$ cat src/rtl/fifo_stall_buffer.sv
// +----------------------------------------------------------------------------+
// | fifo_stall_buffer: DW-bit FIFO with registered, stall-holding output,       |
// | occupancy/full/empty/almost-full flags and synchronous flush.               |
// | Optional sticky OVERFLOW/UNDERFLOW flags: define FIFO_STALL_ERR_FLAGS_EN.    |
// | Revision: 1.0                                                               |
// +----------------------------------------------------------------------------+
`default_nettype none

module fifo_stall_buffer #(
    parameter int DW       = 4,
    parameter int DEPTH    = 4,
    parameter int AF_LEVEL = DEPTH - 1
) (
    input  logic                         clk,
    input  logic                         rst_n,
    input  logic                         en,
    input  logic                         clr,
    input  logic                         stall,
    input  logic [DW-1:0]                din,
    input  logic                         din_valid,
    output logic [DW-1:0]                dout,
    output logic                         dout_valid,
    output logic [$clog2(DEPTH+1)-1:0]   count,
    output logic                         full,
    output logic                         empty,
    output logic                         almost_full,
    output logic                         overflow,
    output logic                         underflow
);

    localparam int                 c_cnt_w    = $clog2(DEPTH + 1);
    localparam int                 c_ptr_w    = $clog2(DEPTH);
    localparam logic [c_cnt_w-1:0] c_depth    = c_cnt_w'(DEPTH);
    localparam logic [c_cnt_w-1:0] c_af_level = c_cnt_w'(AF_LEVEL);

    logic [DW-1:0]      r_mem [DEPTH];
    logic [c_ptr_w-1:0] r_wr_ptr;
    logic [c_ptr_w-1:0] r_rd_ptr;
    logic [c_cnt_w-1:0] r_count;
    logic [DW-1:0]      r_dout;
    logic               r_dout_valid;

    logic w_full;
    logic w_empty;
    logic w_push;
    logic w_pop;

    // Flags decode from the count register only, so inputs never reach them.
    assign w_full  = (r_count == c_depth);
    assign w_empty = (r_count == '0);
    assign w_pop   = en & ~stall & ~w_empty;
    assign w_push  = en & din_valid & (~w_full | w_pop);

    always_ff @(posedge clk) begin
        if (!clr && w_push) begin
            r_mem[r_wr_ptr] <= din;
        end
    end

    always_ff @(posedge clk or negedge rst_n) begin
        if (!rst_n) begin
            r_wr_ptr     <= '0;
            r_rd_ptr     <= '0;
            r_count      <= '0;
            r_dout       <= '0;
            r_dout_valid <= 1'b0;
        end else if (clr) begin
            r_wr_ptr     <= '0;
            r_rd_ptr     <= '0;
            r_count      <= '0;
            r_dout       <= '0;
            r_dout_valid <= 1'b0;
        end else if (en) begin
            if (w_push) begin
                r_wr_ptr <= r_wr_ptr + c_ptr_w'(1);
            end
            if (w_pop) begin
                r_dout       <= r_mem[r_rd_ptr];
                r_dout_valid <= 1'b1;
                r_rd_ptr     <= r_rd_ptr + c_ptr_w'(1);
            end else if (!stall) begin
                r_dout_valid <= 1'b0;
            end
            if (w_push && !w_pop) begin
                r_count <= r_count + c_cnt_w'(1);
            end else if (w_pop && !w_push) begin
                r_count <= r_count - c_cnt_w'(1);
            end
        end
    end

`ifdef FIFO_STALL_ERR_FLAGS_EN
    logic r_overflow;
    logic r_underflow;
    logic w_ovf_set;
    logic w_unf_set;

    assign w_ovf_set = en & din_valid & w_full & ~w_pop;
    assign w_unf_set = en & ~stall & w_empty;

    always_ff @(posedge clk or negedge rst_n) begin
        if (!rst_n) begin
            r_overflow  <= 1'b0;
            r_underflow <= 1'b0;
        end else if (clr) begin
            r_overflow  <= 1'b0;
            r_underflow <= 1'b0;
        end else begin
            if (w_ovf_set) r_overflow  <= 1'b1;
            if (w_unf_set) r_underflow <= 1'b1;
        end
    end

    assign overflow  = r_overflow;
    assign underflow = r_underflow;
`else
    assign overflow  = 1'b0;
    assign underflow = 1'b0;
`endif

    assign dout        = r_dout;
    assign dout_valid  = r_dout_valid;
    assign count       = r_count;
    assign full        = w_full;
    assign empty       = w_empty;
    assign almost_full = (r_count >= c_af_level);

endmodule

`default_nettype wire

$ cat config.mk
export PLATFORM = sky130hd
export DESIGN_NAME = fifo_stall_buffer
export DESIGN_NICKNAME = d
export VERILOG_FILES = /design/src/rtl/fifo_stall_buffer.sv
export SDC_FILE = /design/constraint.sdc
export NUM_CORES = 1
export LEC_CHECK = 0
export CORE_ASPECT_RATIO = 1.4
export CORE_MARGIN = 5
export CORE_UTILIZATION = 60
export CTS_BUF_LIST = sky130_fd_sc_hd__clkbuf_8 sky130_fd_sc_hd__clkbuf_16
export DETAILED_ROUTE_END_ITERATION = 10
export DONT_BUFFER_PORTS = 1
export GPL_ROUTABILITY_DRIVEN = 0
export GPL_TIMING_DRIVEN = 0
export PLACE_DENSITY_LB_ADDON = 0.15
export SETUP_SLACK_MARGIN = 0.3
export SYNTH_ARGS = -nofsm -noshare
export SYNTH_HDL_FRONTEND = slang
export SYNTH_SLANG_ARGS = --single-unit
$ cat constraint.sdc
create_clock -name clk -period 4.55 [get_ports clk]
set_input_delay 0.455 -clock clk [delete_from_list [all_inputs] [get_ports clk]]
set_output_delay 0.455 -clock clk [all_outputs]
set_load 0.1 [all_outputs]
# --- Word level (Yosys, flattened, before mapping) ---
# Memory sizes are Yosys's and may differ from the RTL's.
# Cells that the tools add are included.
totals:
  register_bits: 12
  mem_bits_rw: 16
  in_bits: 10
  out_inout_bits: 13
  mem_count: 1
mem_list:
  columns: ["memory", "words", "width", "rd", "rd_clocked_by_memory_dff", "write_ports", "line", "rtl"]
  rows:
  - ["r_mem", 4, 4, 1, 0, 1, "36", "logic [DW-1:0] r_mem [DEPTH];"]
op_classes:
  n_addsub: 4
  n_lt_le_gt_ge: 1
  n_eq_ne: 2
  muxes: 19
  bitwise_logic: 8
  reduce_logical: 15
ops:
  columns: ["cell", "count"]
  rows:
  - ["$mux 2", 6]
  - ["$mux 3", 4]
  - ["$mux 4", 3]
  - ["$reduce_and 2->1", 4]
  - ["$mux 1", 6]
  - ["$reduce_bool 2->1", 3]
  - ["$add 2x1->2 const B", 2]
  - ["$and 1x1->1", 4]
  - ["$add 3x1->3 const B", 1]
  - ["$eq 3x3->1 const B", 1]
  - ["$ge 3x2->1 const B", 1]
  - ["$logic_and 1x1->1", 3]
  - ["$logic_not 1->1", 3]
  - ["$logic_not 3->1", 1]
  - ["$ne 3x2->1 const B", 1]
  - ["$not 1->1", 3]
  - ["$reduce_bool 3->1", 1]
  - ["$sub 3x1->3 const B", 1]
  - ["$or 1x1->1", 1]

# --- Logic depth before layout (Yosys ltp) ---
depth:
  word_depth: 11
  depth_mapped: 7
  depth_no_buf: 7

# --- Least setup slack after synthesis ---
# No wires, ideal clock.
synth_path:
  path_type: "register to register"
  startpoint: "reg r_count[2], in the netlist count[2]"
  endpoint: "reg r_count[2], in the netlist count[2]"
  t_arrival_ps: 3699
  t_required_ps: 4422
  slack_ps: 724
  stages_incl_launch_ff: 7
  path_cell_list: "dfrtp_1 -> nor3b_2 -> a21o_1 -> nor2_1 -> fa_1 -> a32oi_1 -> mux2_1"
synth_lines:
  columns: ["item", "line", "rtl"]
  rows:
  - ["from (decl)", "39", "logic [c_cnt_w-1:0] r_count;"]
  - ["from (signal assigned)", "85", "r_count <= r_count + c_cnt_w'(1);"]
  - ["from (signal assigned)", "87", "r_count <= r_count - c_cnt_w'(1);"]
  - ["$eq 3x3->1 (*)", "49", "assign w_full = (r_count == c_depth);"]
  - ["net full", "24", "output logic full,"]
  - ["$not 1->1 (*)", "52", "assign w_push = en & din_valid & (~w_full | w_pop);"]
  - ["$or 1x1->1 (*)", "52", null]
  - ["$and 1x1->1 (*)", "52", null]
  - ["$logic_and 1x1->1 / $logic_not 1->1 (equally long branches)", "84, 86", null]
  - ["$mux 3 / $logic_and 1x1->1 (equally long branches)", "84, 86", null]
  - ["$mux 3 / $reduce_bool 3->1 (equally long branches)", null, null]
  - ["$mux 3 / $reduce_and 2->1 (equally long branches)", null, null]
# Mark *: on every way through the listed nets, which the timed path passes. The rest lies on a longest branch. The select of a mux whose other input is x is not followed.
# A chain may end at the register's enable or synchronous reset.

# --- Final worst setup path ---
# Same ends and word-level chain as after synthesis.

==> flow_metrics.env <==
export IMPL_die_w_um=49.6
export IMPL_worst_pin_slew_ns=1.16
export IMPL_grt_pass1_vias=848
export IMPL_dp_hpwl_um=1650
export IMPL_synth_area_per_cell_sq_um=13.7
export IMPL_max_slew_margin=0.230
export IMPL_holdPathEnd="r_mem[3][2]"
export IMPL_drive_gt1_frac=0.170
export IMPL_critPathLaunchType="register"
export IMPL_whs_path_depth=0
export IMPL_ctsResizeCount=0
export IMPL_initial_utilization=0.619
export IMPL_clk_pin_slew_ns=0.09
export IMPL_final_util=0.711
export IMPL_yosysTopAreaCell="edfxtp_1"
export IMPL_ir_drop_v=0.000327
export IMPL_clock_path_buffers=2
export IMPL_max_cap_violations=0
export IMPL_synth_cell_type_count=29
export IMPL_ys_ff_latch=28
export IMPL_max_freq_ghz=0.311
export IMPL_routed_wirelength_um=2210
export IMPL_cts_root_buf="clkbuf_8"
export IMPL_num_vias=752
export IMPL_drtPass1Iterations=4
export IMPL_pin_count=23
export IMPL_crit_type="reg -> reg"
export IMPL_dpl_worst_slack_ns=1.35
export IMPL_viasPerCell=5.88
export IMPL_globalRouteOverflowTotal=0
export IMPL_cp_required_ns=4.71
export IMPL_layout_nets=122
export IMPL_post_route_period_util=0.706
export IMPL_clock_sinks=28
export IMPL_grt_pass1_wl_um=3870
export IMPL_grt_max_degree=17
export IMPL_fin_crit_ns=3.21
export IMPL_netlist_instances=96
export IMPL_seq_area_frac_synth=0.593
export IMPL_fillers=145
export IMPL_die_area_sq_um=3250
export IMPL_antenna_found_initial=0
export IMPL_track_usage=0.158
export IMPL_drtIter0Drc=11
export IMPL_r2r_end="count[2]"
export IMPL_synth_async_sr_flop_share=0.429
export IMPL_arrival_ns=3.38
export IMPL_synth_top_area_share=0.365
export IMPL_rows=20
export IMPL_clk_latency_ns=0.28
export IMPL_powerDensity_nw_per_um2=473
export IMPL_multi_input_area_sq_um=510
export IMPL_ff2ff_setup_slack_ns=1.34
export IMPL_cts_tree="built"
export IMPL_rsz0062_at_grt="false"
export IMPL_fin_total_pwr_uw=716
export IMPL_skew_ns=0.00487
export IMPL_setup_slack_ns=1.34
export IMPL_die_height_um=65.4
export IMPL_path_cells="nor3b_4, buf_16, buf_1, a21o_1, nor2_1, fa_1, a32oi_1, mux2_1"
export IMPL_hold_violations=0
export IMPL_timing_rr_start="count[2]"
export IMPL_port_buffers=0
export IMPL_cp_max_fo=7
export IMPL_synth_edf_count=16
export IMPL_synth_ff_type="edfxtp_1"
export IMPL_wl_per_cell_um=17.2
export IMPL_timing_setup_tns_ns=0
export IMPL_p_leak_uw=0.000606
export IMPL_h_tree_depth=1
export IMPL_yosys_warnings=0
export IMPL_holdCritPathClass="in -> reg"
export IMPL_status="finished, final reports clean"
export IMPL_syn2layout_area_growth_pct=14.8
export IMPL_core_sq_um=2130
export IMPL_cts_buffers_inserted=3
export IMPL_final_setup_viol_count=0
export IMPL_final_seq_area_sq_um=781
export IMPL_critPathMaxStageDelay_ns=1.09
export IMPL_ant_nets=0
export IMPL_worstHoldStart="din[2]"
export IMPL_syn_area_sq_um=1320
export IMPL_slew_violations=0
export IMPL_drc=0
export IMPL_reg2reg_depth=8
export IMPL_end_kind="register"
export IMPL_n_antenna_cell=0
export IMPL_ys_top_cells_by_area="edfxtp_1, dfrtp_1, mux4_2"
export IMPL_slowest_stage="dfrtp_1"
## metal layers
layer,vias to the layer above,global-route usage,share of wire
met5,-,0,0
met4,0,0.0885,0.033
met3,7,0.0544,0.076
met2,22,0.263,0.51
met1,372,0.171,0.38
li1,351,-,-
## layout make-up
class | instances | share of cell area
buffer | 4 | 0.0157
clock buffer | 3 | 0.0273
clock inverter | 1 | 0.0199
inverter | 5 | 0.0124
multi-input combinational | 60 | 0.337
sequential | 28 | 0.516
tap | 22 | 0.0182
timing repair buffer | 5 | 0.0529
## sequential cells by signal, summed over array words and instances (netlist names)
name / cells
r_mem: 16
dout: 4
r_rd_ptr: 2
r_wr_ptr: 2
dout_valid: 1
count: 3
## cell usage after synthesis, drive strengths merged, types with 2 or more instances
cell and n:
nor2 19, edfxtp 16, dfrtp 12, inv 5, mux2i 5, and2 4, ha 4, mux4 4
xnor2 4, buf 3, mux2 3, a21o 2, nand2 2, nor3b 2
## critical path, delay by kind of cell (launching register included)
family | cells | cell delay, ns
AOI/OAI and AO/OA | 2 | 0.44
adders and majority gates | 1 | 0.40
buffers and inverters | 2 | 0.34
DFF | 1 | 1.09
muxes | 1 | 0.33
and+or+nand+nor | 2 | 0.49
## how the worst max path moves through the flow
stage	start	to	slack [ns]	depth (start not counted)
floorplan	count[2]	count[2]	0.72	6
global placement	count[2]	count[2]	0.56	6
detailed placement	count[2]	count[2]	1.35	8
CTS	count[2]	count[2]	1.33	8
global route	count[2]	count[2]	1.19	8
finish	count[2]	count[2]	1.34	8
## timing repair
action / CTS / global route
endpoints found under the hold margin: 12 / 0
buffers inserted: 0 / 0
hold buffers: 1 / 0
setup endpoints to repair: 0 / 0
## layout by cell type, fill, tap and decap left out, types with 2 or more instances in the layout
cell type | Yosys | final
and2_1 | 4 | 4
buf_16 | 0 | 2
buf_4 | 2 | 2
clkbuf_8 | 0 | 3
conb_1 | 1 | 2
dfrtp_1 | 12 | 12
edfxtp_1 | 16 | 16
ha_1 | 4 | 4
inv_1 | 5 | 5
mux2_1 | 3 | 3
mux2i_1 | 5 | 5
mux4_2 | 4 | 4
nand2_1 | 2 | 2
nor2_1 | 18 | 18
xnor2_1 | 4 | 4
## cell families after synthesis
kind of cell | synth area share
muxes | 0.132
DFF | 0.593
adders and majority gates | 0.0532
AOI/OAI and AO/OA | 0.0437
and+or+nand+nor | 0.117
xor gates and xnor gates | 0.0266
buffers and inverters | 0.0323
other | 0.00285
## power by group
group,internal [uW],switching (uW)
clock network,118,74.9
logic,70.7,101
registers,279,72.6
total,468,248
## per-stage QoR
step                      hold WS, ns  cell area [sq um]  instances
after CTS                       0.262               1510        128
after detailed placement        0.160               1430        123
after global placement          0.160               1350        119
final                           0.266               1510        128
after global routing            0.243               1510        128
after floorplan                 0.159               1320         97
No activity file was read; power rests on OpenSTA's default activity.
